File: src/rtl/secuenciador_r.sv
// secuenciador_r: issues R-type words from a small program memory to the
// datapath, holds each for ESPERA cycles and counts sampled zero flags.
module secuenciador_r #(
    parameter int DEPTH  = 16,
    parameter int ADDR_W = 4,
    parameter int ESPERA = 4
) (
    input  logic              clk,
    input  logic              rst_n,
    input  logic              carga_we,
    input  logic [ADDR_W-1:0] carga_addr,
    input  logic [31:0]       carga_dato,
    input  logic              inicio,
    input  logic [ADDR_W:0]   num_instr,
    input  logic              tr_zf,
    output logic [31:0]       instruccion_r,
    output logic              ocupado,
    output logic              fin,
    output logic              parada,
    output logic [ADDR_W-1:0] pc,
    output logic [ADDR_W:0]   cuenta_zf
);

    typedef enum logic [1:0] {REPOSO, EMITIR, FIN} estado_t;

    localparam int              CNT_W  = (ESPERA > 1) ? $clog2(ESPERA) : 1;
    localparam logic [CNT_W-1:0] ULTIMO = CNT_W'(ESPERA - 1);

    logic [31:0]       mem [DEPTH];
    estado_t           estado, estado_sig;
    logic [31:0]       instr_sig;
    logic [ADDR_W-1:0] pc_sig;
    logic [ADDR_W:0]   n_q, n_sig, cuenta_sig, k;
    logic [CNT_W-1:0]  espera_q, espera_sig;
    logic              parada_sig;

    assign ocupado = (estado != REPOSO);
    assign fin     = (estado == FIN);
    assign k       = {1'b0, pc} + 1'b1;

    // Program memory load port; writes are dropped while a run is active.
    always_ff @(posedge clk) begin
        if (carga_we && estado == REPOSO)
            mem[carga_addr] <= carga_dato;
    end

    // Next-state and next-register computation for the sequencer.
    always_comb begin
        estado_sig = estado;
        instr_sig  = instruccion_r;
        pc_sig     = pc;
        n_sig      = n_q;
        cuenta_sig = cuenta_zf;
        espera_sig = espera_q;
        parada_sig = parada;
        case (estado)
            REPOSO: begin
                if (inicio) begin
                    n_sig      = num_instr;
                    cuenta_sig = '0;
                    parada_sig = 1'b0;
                    pc_sig     = '0;
                    espera_sig = '0;
                    if (num_instr == '0) begin
                        estado_sig = FIN;
                    end else if (mem[0][31:26] != 6'd0) begin
                        parada_sig = 1'b1;
                        estado_sig = FIN;
                    end else begin
                        instr_sig  = mem[0];
                        estado_sig = EMITIR;
                    end
                end
            end
            EMITIR: begin
                if (espera_q == ULTIMO) begin
                    if (tr_zf)
                        cuenta_sig = cuenta_zf + 1'b1;
                    // The bus is cleared on entry to FIN so the datapath
                    // never sees a stale or rejected word during the pulse.
                    if (k == n_q) begin
                        instr_sig  = '0;
                        estado_sig = FIN;
                    end else if (mem[k[ADDR_W-1:0]][31:26] != 6'd0) begin
                        instr_sig  = '0;
                        parada_sig = 1'b1;
                        estado_sig = FIN;
                    end else begin
                        pc_sig     = k[ADDR_W-1:0];
                        instr_sig  = mem[k[ADDR_W-1:0]];
                        espera_sig = '0;
                    end
                end else begin
                    espera_sig = espera_q + 1'b1;
                end
            end
            FIN: begin
                instr_sig  = '0;
                estado_sig = REPOSO;
            end
            default: begin
                instr_sig  = '0;
                estado_sig = REPOSO;
            end
        endcase
    end

    // Sequencer state and output registers.
    always_ff @(posedge clk or negedge rst_n) begin
        if (!rst_n) begin
            estado        <= REPOSO;
            instruccion_r <= '0;
            pc            <= '0;
            n_q           <= '0;
            cuenta_zf     <= '0;
            espera_q      <= '0;
            parada        <= 1'b0;
        end else begin
            estado        <= estado_sig;
            instruccion_r <= instr_sig;
            pc            <= pc_sig;
            n_q           <= n_sig;
            cuenta_zf     <= cuenta_sig;
            espera_q      <= espera_sig;
            parada        <= parada_sig;
        end
    end

endmodule

File: config.mk
export PLATFORM = sky130hd
export DESIGN_NAME = secuenciador_r
export DESIGN_NICKNAME = d
export VERILOG_FILES = /design/src/rtl/secuenciador_r.sv
export SDC_FILE = /design/constraint.sdc
export NUM_CORES = 1
export LEC_CHECK = 0
export ABC_AREA = 1
export CORE_MARGIN = 8
export CORE_UTILIZATION = 45
export CTS_CLUSTER_DIAMETER = 50
export CTS_CLUSTER_SIZE = 40
export DETAILED_ROUTE_END_ITERATION = 16
export PLACE_DENSITY = 0.66
export SKIP_CTS_REPAIR_TIMING = 1
export SKIP_LAST_GASP = 1
export SYNTH_ARGS = -nofsm -noshare
export SYNTH_HDL_FRONTEND = slang
export SYNTH_SLANG_ARGS = --single-unit
File: constraint.sdc
create_clock -name clk -period 4 [get_ports clk]
set_clock_uncertainty 0.05 [all_clocks]
set_input_delay 0.8 -clock clk [delete_from_list [all_inputs] [get_ports clk]]
set_output_delay 0.8 -clock clk [all_outputs]
set_load 0.02 [all_outputs]
# --- Word-level counts from Yosys, hierarchy flattened ---
# Memory sizes are Yosys's and may differ from the RTL's.
# Index checks and enable logic that the tools add are counted.
word_totals:
  ramBits: 512
  out_inout_bits: 44
  ff_bits: 51
  mem_count: 1
mem_list:
  columns: ["name", "depth", "width", "read_ports", "rd_ports_with_merged_regs", "write_ports", "line", "rtl"]
  rows:
  - ["mem", 16, 32, 2, 0, 1, "29", "logic [31:0] mem [DEPTH];"]
classes:
  eq_ne: 15
  n_reduce_logical: 14
  mux: 37
  addsub: 3
ops:
  columns: ["op", "n"]
  rows:
  - ["$mux W32", 6]
  - ["$pmux W32 S2", 1]
  - ["$mux W2", 10]
  - ["$mux W4", 4]
  - ["$ne A2 B2 Y1 const B", 8]
  - ["$mux W5", 3]
  - ["$reduce_and A4 Y1", 3]
  - ["$reduce_bool A6 Y1", 2]
  - ["$pmux W5 S2", 1]
  - ["$reduce_and A5 Y1", 2]
  - ["$ne A3 B3 Y1 const B", 3]
  - ["$mux W1", 8]
  - ["$pmux W2 S2", 2]
  - ["$pmux W4 S2", 1]
  - ["$add A4 B1 Y5 const B", 1]
  - ["$add A5 B1 Y5 const B", 1]
  - ["$eq A5 B5 Y1", 1]
  - ["$logic_not A5 Y1", 1]
  - ["$eq A2 B2 Y1 const B", 2]
  - ["$reduce_bool A2 Y1", 2]
  - ["$reduce_and A3 Y1", 1]
  - ["$add A2 B1 Y2 const B", 1]
  - ["$eq A2 B1 Y1 const B", 1]
  - ["$logic_not A2 Y1", 1]
  - ["other kinds (3)", 3]

# --- Logic depth before layout (Yosys ltp) ---
# An unclocked memory read counts as a cell.
depth:
  ltp_word: 7
  ltp_mapped: 17
  mapped_depth_nobuf: 15

# --- Least setup slack after synthesis ---
# OpenSTA, ideal clock, no wires.
synth_timing:
  path_kind: "input to register"
  from: "in carga_we"
  to: "mem mem[10][0], enable pin"
  arrival_ns: 2.531
  path_buffers: 0
  path_slack_ns: 0.997
  stages: 4
  setup_ns: 0.421
  path_cell_list: "inv_1 nor2_1 nand3_1 nor2_1"
synth_via:
  elab_chain_cells: 3
synth_rtl:
  columns: ["element", "line", "rtl"]
  rows:
  - ["start: declaration", "10", "input logic carga_we,"]
  - ["$logic_and A1 B1 Y1", "43", "if (carga_we && estado == REPOSO)"]
  - ["$mux W1", "43", null]
  - ["$mux W1 (implied by the code)", "44", "mem[carga_addr] <= carga_dato;"]
  - ["end: declaration", "29", null]
# No other way between the ends.

# --- Worst setup path in the final report ---
layout_timing:
  from: "reg pc[0]"
  to: "reg pc[0]"
layout_via:
  elab_chain_cells: 5
  elab_cells_between_ends: 11
  cone_classes: "add/sub: 1; eq/ne: 3; mux: 4; reduce/logical: 2; memory: 1"
layout_rtl:
  columns: ["element", "line", "rtl"]
  rows:
  - ["start: declaration", "20", "output logic [ADDR_W-1:0] pc,"]
  - ["start signal: assignment", "121", "pc <= pc_sig;"]
  - ["$add A4 B1 Y5 (*)", "39", "assign k = {1'b0, pc} + 1'b1;"]
  - ["$mem_v2 Z16 W32 / $mux W4 (equally long branches)", null, null]
  - ["$reduce_bool A6 Y1 / $mux W4 (equally long branches)", "84, 81", null]
  - ["$ne A2 B2 Y1 (no source line) / $mux W4 (equally long branches)", null, null]
  - ["$reduce_and A5 Y1 (no source line) / $pmux W4 S2 (equally long branches)", null, null]
# Mark *: on every way between the ends. The rest lies on a longest branch, timed or not. The select of a mux whose other input is x is not followed.
# A chain may end at the register's enable or synchronous reset.

==> results summary <==
The run finished with clean final reports. The root buffer cell chosen for the clock tree is clkbuf_16. Setup repair after global routing left no endpoint under its margin. After layout, the worst path uses around 82% of the clock period. Along the worst path, the maximum fanout reaches 37.

The count of final setup violators came out at 0. The arrival time at the worst endpoint is around 3700 ps. The share of total power dissipated in the clock network is between 30% and 40%.

The sink count of the clock tree came out at about 560. The clock-pin transition on the worst setup and hold timing paths is about 80 ps. The depth of the most critical reg-to-reg path came out at 9.

The net count after synthesis is ~2000. The final-report max-slew violation count came to 0. The type of the setup path with the least slack is flop to flop. Counting every instance in the synthesized netlist gives just under 2000. In this run switching power makes up roughly 27% of total power. The actual transition at the worst max-transition pin is a little over 800 ps.

The placer's final routability congestion estimate is slightly below 0.9. The average instance area after synthesis is roughly 12 um2. Compared with the post-synthesis result, the final layout area differs by 15.3%. The post-detailed-route DRC marker count came out at 0. The combined buffer and inverter count along the critical path came out at 1.

The top cell type by area accounts for 67.3% of the synthesized area. Sequential cells were found to cover between 70% and 80% of the synthesized design area. The total core area came out at approximately 50000 um2.

The leakage component of the power came out at slightly below 10 nW. The cell family contributing the most delay on the critical path is simple AND/OR/NAND/NOR gates. The H-tree was split into 2 levels. The register share of total power is roughly half. The post-synthesis instance area is about 23000 um2. The width of the die is around 240 um. The kind of capture point of the worst setup path is a flop.

The number of global-route vias before repair is ~15000. The diode insertion count for antenna repair is 0. Global routing used between 20% and 30% of the available tracks across all layers. For this run, the share of the core covered by cells in the final layout is a little over half.

The maximum buffer depth of the clock tree came out at 3. The worst-case vdd ir drop is 0.325 mV. The clock latency at the later pin of the worst-skew pair came out at around 610 ps.

The overall power after layout is between 0.01 and 0.015 W. The number of detailed-routing iterations run before antenna repair came out at 6. The global-route wire length before repair is 88800 um. The startpoint identified for the worst register-to-register timing path is pc[0]$_DFFE_PN0P_. Of the total power, combinational logic draws ~11%.

Summed over all layers, the global routing overflow is 0. The fraction of registers with async set or reset after synthesis came out at 9.06%. The kind of start point of the critical path is a flop. The number of unique standard cell types used by synthesis came out at 33. In the final layout, the share of cells above drive strength 1 is 8.31%. Traced cell by cell, the critical path runs through nand3_1 > xor2_4 > xor2_1 > nand2_2 > inv_2 > nand2_1 > nand3_1 > nand2_1 > o21ai_1. Sorting the synthesized cells by area gives the leading types as edfxtp_1, nand2_1, nand3_1. Once detail routing completed, the nets flagged for antenna violations numbered 0. The post-synthesis sequential element count is around 560. The tightest slew margin relative to the limit came out at a little under half. Setup slack on the worst reg-to-reg path comes out at 710 ps. The average vias per placed instance came out at around 5.5. The total number of vias came out at between 15000 and 20000. The tool flagged a number of max-cap violations equal to 0. Derived from the worst setup path, the maximum achievable clock frequency is between 0.3 and 0.4 GHz. The effective utilization at floorplan is between 40% and 50%. The total power per unit cell area came out at 505 nW/um2. The count of endpoints failing hold in the final timing report is 0.

TritonCTS built the clock tree. Entering global routing, the biggest net connects ~100 pins. Once placement completed, the tool counted placed cells totaling around 2700. The number of flops mapped to enable cells by yosys came out at ~500. The number of nets in the final layout is approximately 2100. The floorplan step defined a die boundary enclosing 58200 um2. The endpoint required time on the critical path came out at 4420 ps. The number of DRC markers in iteration 0 is 1716.

The Yosys step of the flow raised 0 warnings. The placed wire-length estimate came out at approximately 34000 um. The y dimension of the die is about 240 um. The largest area contributor in the netlist is edfxtp_1. Among all flip-flop cells after synthesis, the most frequent one is edfxtp_1. The switching power total came out at between 0.003 and 0.004 W. The final routed wire length divided by cell count came out at 21.3 um.

The largest single stage delay on the critical path is approximately 750 ps. Adding up every negative setup slack in the final design gives 0 ps. In this run the worst hold path is classified as input pin to asynchronous set/reset pin. The CTS buffer count is 46. The internal power summed over all cells came out at a little under 0.01 W. The slowest stage of the critical path belongs to the cell dfrtp_4. The number of top-level pins is 90. The number of standard cells in the layout, taps in and fillers out is 2742.

The number of antenna violations at the first check in global routing is 0. The routed wire length came out at around 60000 um. The minimum clock period after layout came out at ~3300 ps. The number of I/O port buffers is 89.

The smallest hold slack came out at roughly 150 ps. The row count came out at roughly 80. The destination of the worst register-to-register timing path is pc[0]$_DFFE_PN0P_.
[per-stage QoR]
stage                     area, um2  worst slack (ps)
after floorplan               22800               997
after global placement        24600               712
after detailed placement      24600               631
after CTS                     26300               771
after global routing          26300               526
final                         26300               705
[cells by family after synthesis]
logic type	synth area share, %
xor gates and xnor gates	0.334
buffers and inverters	3.44
adders and majority gates	0.164
AOI/OAI and AO/OA	2.48
DFF	72.9
and+or+nand+nor	20.7
[worst max-delay path by stage]
stage	from	to	slack (ps)	depth (start not counted)
after global placement	carga_we	mem[7][26]$_DFFE_PP_	710	6
after global routing	pc[0]$_DFFE_PN0P_	pc[0]$_DFFE_PN0P_	530	9
after floorplan	carga_we	mem[10][0]$_DFFE_PP_	1000	4
after CTS	pc[0]$_DFFE_PN0P_	pc[3]$_DFFE_PN0P_	770	13
after detailed placement	carga_we	mem[7][26]$_DFFE_PP_	630	6
final	pc[0]$_DFFE_PN0P_	pc[0]$_DFFE_PN0P_	710	9
[metal layers]
metal | up-vias | part of all wire, % | global-route usage [%]
li1 | 6989 | - | -
met1 | 7315 | 40 | 25.9
met2 | 613 | 49 | 33.6
met3 | 128 | 6.6 | 3.09
met4 | 0 | 3.9 | 8.37
met5 | - | 0 | 0
[power groups by stage]
stage	clock network, W	logic, W	registers (W)
3_5_place_dp	0	0.00149	0.00697
4_1_cts	0.00504	0.00150	0.00684
6_report	0.00497	0.00149	0.00684
5_1_grt	0.00526	0.00161	0.00686
2_1_floorplan	0	0.000676	0.00703
3_3_place_gp	0	0.00148	0.00696
[cell type report]
class                   instances  area, um2
clock inverters                37        487
fillers                      4196      23800
flip-flops and latches        563      16700
well taps                     672        841
inverters                      63        244
multi-input cells            1227       5560
repair buffers                131       1310
clock buffers                  49       1230
[worst register-to-register path, stage by stage (launching register included)]
cell and delay, ps:
dfrtp_4 750, nand3_1 400, xor2_4 680, xor2_1 180, nand2_2 610, inv_2 80
nand2_1 100, nand3_1 180, nand2_1 90, o21ai_1 60
[registers in the layout (all words and copies together) (netlist names)]
| register | count |
|---|---|
| espera_q | 2 |
| cuenta_zf | 5 |
| estado | 2 |
| n_q | 5 |
| pc | 4 |
| instruccion_r | 32 |
| parada | 1 |
| mem | 512 |
[cell usage in the layout, fill, tap and decap left out, types with 2 or more instances in the layout]
master             n
a21oi_1           24
a31oi_1           48
and3_1             2
buf_12             9
buf_4             33
clkbuf_16         49
clkdlybuf4s50_1   88
clkinv_8           8
clkinvlp_4         5
dfrtp_1           50
edfxtp_1         512
ha_1               2
inv_1             53
inv_12             6
inv_16             3
inv_2              8
inv_6              5
inv_8              7
nand2_1          684
nand2_2            2
nand3_1          312
nand4_1           30
nor2_1            58
nor2_2             5
nor2_4            17
o21ai_0           11
o21ai_1           15
or2_2              2
xor2_1             4
[cell usage after synthesis, drive strengths merged (2+ instances only)]
master	n
buf	70
nand2	687
clkbuf	41
nor2	81
and3	2
xnor2	2
nand4	30
ha	3
inv	63
o21ai	26
a21oi	25
edfxtp	512
nand3	313
dfrtp	51
a31oi	48
or2	2
xor2	5
(Power assumes the default switching activity.)
